<file path="config.mk">
export PLATFORM = sky130hd
export DESIGN_NAME = trace_mem
export DESIGN_NICKNAME = d
export VERILOG_FILES = /design/src/rtl/trace_mem.sv
export SDC_FILE = /design/constraint.sdc
export NUM_CORES = 1
export LEC_CHECK = 0
export BUFFER_PORTS_ARGS = -buffer_cell sky130_fd_sc_hd__buf_4
export CAP_MARGIN = 20
export CORE_MARGIN = 8
export CORE_UTILIZATION = 30
export CTS_CLUSTER_DIAMETER = 30
export DETAILED_ROUTE_END_ITERATION = 16
export MAX_ROUTING_LAYER = met4
export PLACE_DENSITY = 0.5
export SYNTH_ARGS = -nofsm -noshare
export SYNTH_HDL_FRONTEND = slang
export SYNTH_SLANG_ARGS = --single-unit
</file>
<file path="constraint.sdc">
create_clock -name clk -period 8.15 [get_ports clk]
set_input_delay 0.4075 -clock clk [delete_from_list [all_inputs] [get_ports clk]]
set_output_delay 0.4075 -clock clk [all_outputs]
set_load 0.02 [all_outputs]
</file>
<file path="src/rtl/trace_mem.sv">
// Expected-trace table: one row per retired step.
// Synchronous write, asynchronous read at the compare index.
module trace_mem #(
   parameter int W     = 96,
   parameter int DEPTH = 16,
   localparam int AW   = $clog2(DEPTH)
) (
   input  logic          clk,
   input  logic          we,
   input  logic [AW-1:0] waddr,
   input  logic [W-1:0]  wdata,
   input  logic [AW-1:0] raddr,
   output logic [W-1:0]  rdata
);

   logic [W-1:0] mem_q [DEPTH];

   // Row write from the loader port.
   always_ff @(posedge clk) begin
      if (we) mem_q[waddr] <= wdata;
   end

   assign rdata = mem_q[raddr];

endmodule

</file>
==> out/metrics.yaml <==
logic_synthesis:
  synth_area_sq_um: 57400
  yosysWarningCount: 0
  synth_top_family_by_area: "multiplexers"
  syn_nets: 2470
  synthDistinctLibCells: 17
  synth_mux_area_share_pct: 15.1
  ys_ff_latch: 1536
  yosys.area_share.simple_pct: 0.858
  synth_compound_area_share_pct: 2.51
  yosysSeqAreaShare_pct: 80.3
  synthCells: 2364
  synth_xor_area_share_pct: 0
  synthAdderAreaFrac_pct: 0
  synth_area_per_cell_sq_um: 24.3
layout:
  area_growth_pct: 24.3
  largest_register: "mem_q"
  fin_area_sq_um: 71400
  drive_gt1_share_pct: 35.5
  final_common_cell: "edfxtp_1"
  largest_reg_flops: 1536
  final_nets: 2922
  reg_top3: "mem_q: 1536 flops"
  layout_common_cells: "edfxtp_1 (1536), mux4_2 (384), clkbuf_16 (242)"
critical_path:
  path_cells: "buf_8 -> buf_4 -> mux4_2 -> a22oi_1 -> nand2_1 -> buf_4"
  arrival_ns: 3.11
  path_class: "input port to primary output"
  path_common_cell: "buf_4"
  slowest_delay_ns: 0.75
  critical_path_required_ns: 7.74
  cp_num_buf_inv: 3
  crit_path_end_kind: "primary output"
  crit_path_top_delay_cell: "buf_4"
  start_kind: "input port"
  cp_max_fo: 54
  cp_top_family: "buffers and inverters"
floorplan:
  fp.coreArea_sq_um: 190000
  fp.dieArea_sq_um: 206000
  num_rows: 160
  floorplan.initialDensity_pct: 30.2
  ioPinCount: 202
  die_w_microns: 454
  die_h_microns: 454
routing:
  drcViolationCount: 0
  wl_per_cell_microns: 26.2
  ant_nets: 0
  first_pass_iters: 5
  routed_wl_mm: 145
  drt_iter0_markers: 1802
  vias: 26600
  vias_per_cell: 4.79
power_and_ir_drop:
  power_mw: 20.2
  p_leak_nw: 22.8
  power.density_nw_per_um2: 282
  ir_drop_mv: 0.198
sta:
  timing.final.crit_share_pct: 43.1
  fmax_ghz: 0.285
  finalHoldViolations: 0
  period_minus_slack_ns: 3.51
  slew-limit-headroom_pct: 26.6
  rsz0062_at_grt: "no"
  finalSetupTns_ns: 0
  slew_violations: 0
  setup_viol: 0
  worst_pin_slew_ns: 1.10
worst_hold_path:
  hp-class: "input port to register"
clock_tree:
  hold_buffers: 96
  numCtsBuffers: 237
  cts_max_level: 4
  cts_sinks: 1536
  cts_tree: "yes"
  ctsResizeCount: 0
  clockRootBuffer: "clkbuf_16"
  clockBufferDepth: 3
  path_clk_slew_ns: 0.05
  post_cts_buffers: 0
placement:
  place_area_sq_um: 62000
  dpl.hpwl_mm: 73.5
  gp_congestion: 0.700
  io_buffers: 201
global_route:
  grt_pass1_wl_mm: 209
  overflow: 0
  grt_usage_pct: 14.4
  grt_max_degree: 139
  grt_pass1_vias: 29000
  antenna_found_initial: 23
job:
  drv_cap: 0
outcome:
  status: "completed"
[through the flow]
stage          hold WS, ns  util, %  worst slack (ns)  cells
2_1_floorplan        0.506        -            0.0646   2364
3_3_place_gp         0.688     32.6              4.45   4991
3_5_place_dp         0.700     32.6              4.42   4992
4_1_cts              0.209     37.5              4.41   5539
5_1_grt              0.246     37.5              4.34   5555
6_report             0.276     37.5              4.64   5558
[metal layers]
layer	share of wire [%]	track usage, %	wire (microns)	vias to the layer above
li1	-	-	-	11300
met1	41	16.9	59000	14500
met2	53	25.2	77400	598
met3	3.7	2.53	5370	231
met4	2.6	4.60	3720	0
met5	0	-	0	-
[report_power, final]
group / switching (mW) / internal (mW)
Sequential: 0.0337 / 8.87
Combinational: 0.593 / 0.398
Clock: 3.76 / 6.51
[synthesized netlist by cell type, drive strengths merged]
| library cell | n | area share [%] |
|---|---|---|
| edfxtp | 1536 | 80 |
| mux4 | 384 | 15 |
| a22oi | 192 | 2.5 |
| nand2 | 97 | 0.63 |
| buf | 83 | 0.97 |
| clkbuf | 46 | 0.30 |
| nor2 | 13 | 0.085 |
| nor3 | 4 | 0.035 |
| nand2b | 2 | 0.022 |
| nand3b | 2 | 0.026 |
| nor2b | 2 | 0.022 |
| and2 | 1 | 0.011 |
| nand3 | 1 | 0.0087 |
| or3b | 1 | 0.015 |
[logic make-up after synthesis]
group / after synthesis
AO/OA/AOI/OAI: 192
AND/OR/NAND/NOR: 123
flip-flops: 1536
multiplexers: 384
buffers and inverters: 129
[final cells by class]
cell class / instances / area [sq um]
fill: 17000 / 119000
sequential: 1536 / 46100
multi-input combinational: 699 / 10700
clock buffer: 249 / 6080
tap: 2511 / 3140
timing repair buffer: 342 / 3010
clock inverter: 202 / 2250
antenna: 19 / 47.5
[final timing paths]
| check | slack (ns) | cells past startpoint | end | start |
|---|---|---|---|---|
| worst max-delay path | 4.64 | 6 | rdata[29] | raddr[0] |
| worst min-delay path | 0.28 | 3 | mem_q[12][30] | waddr[1] |
Power figures use the tool's default switching activity.
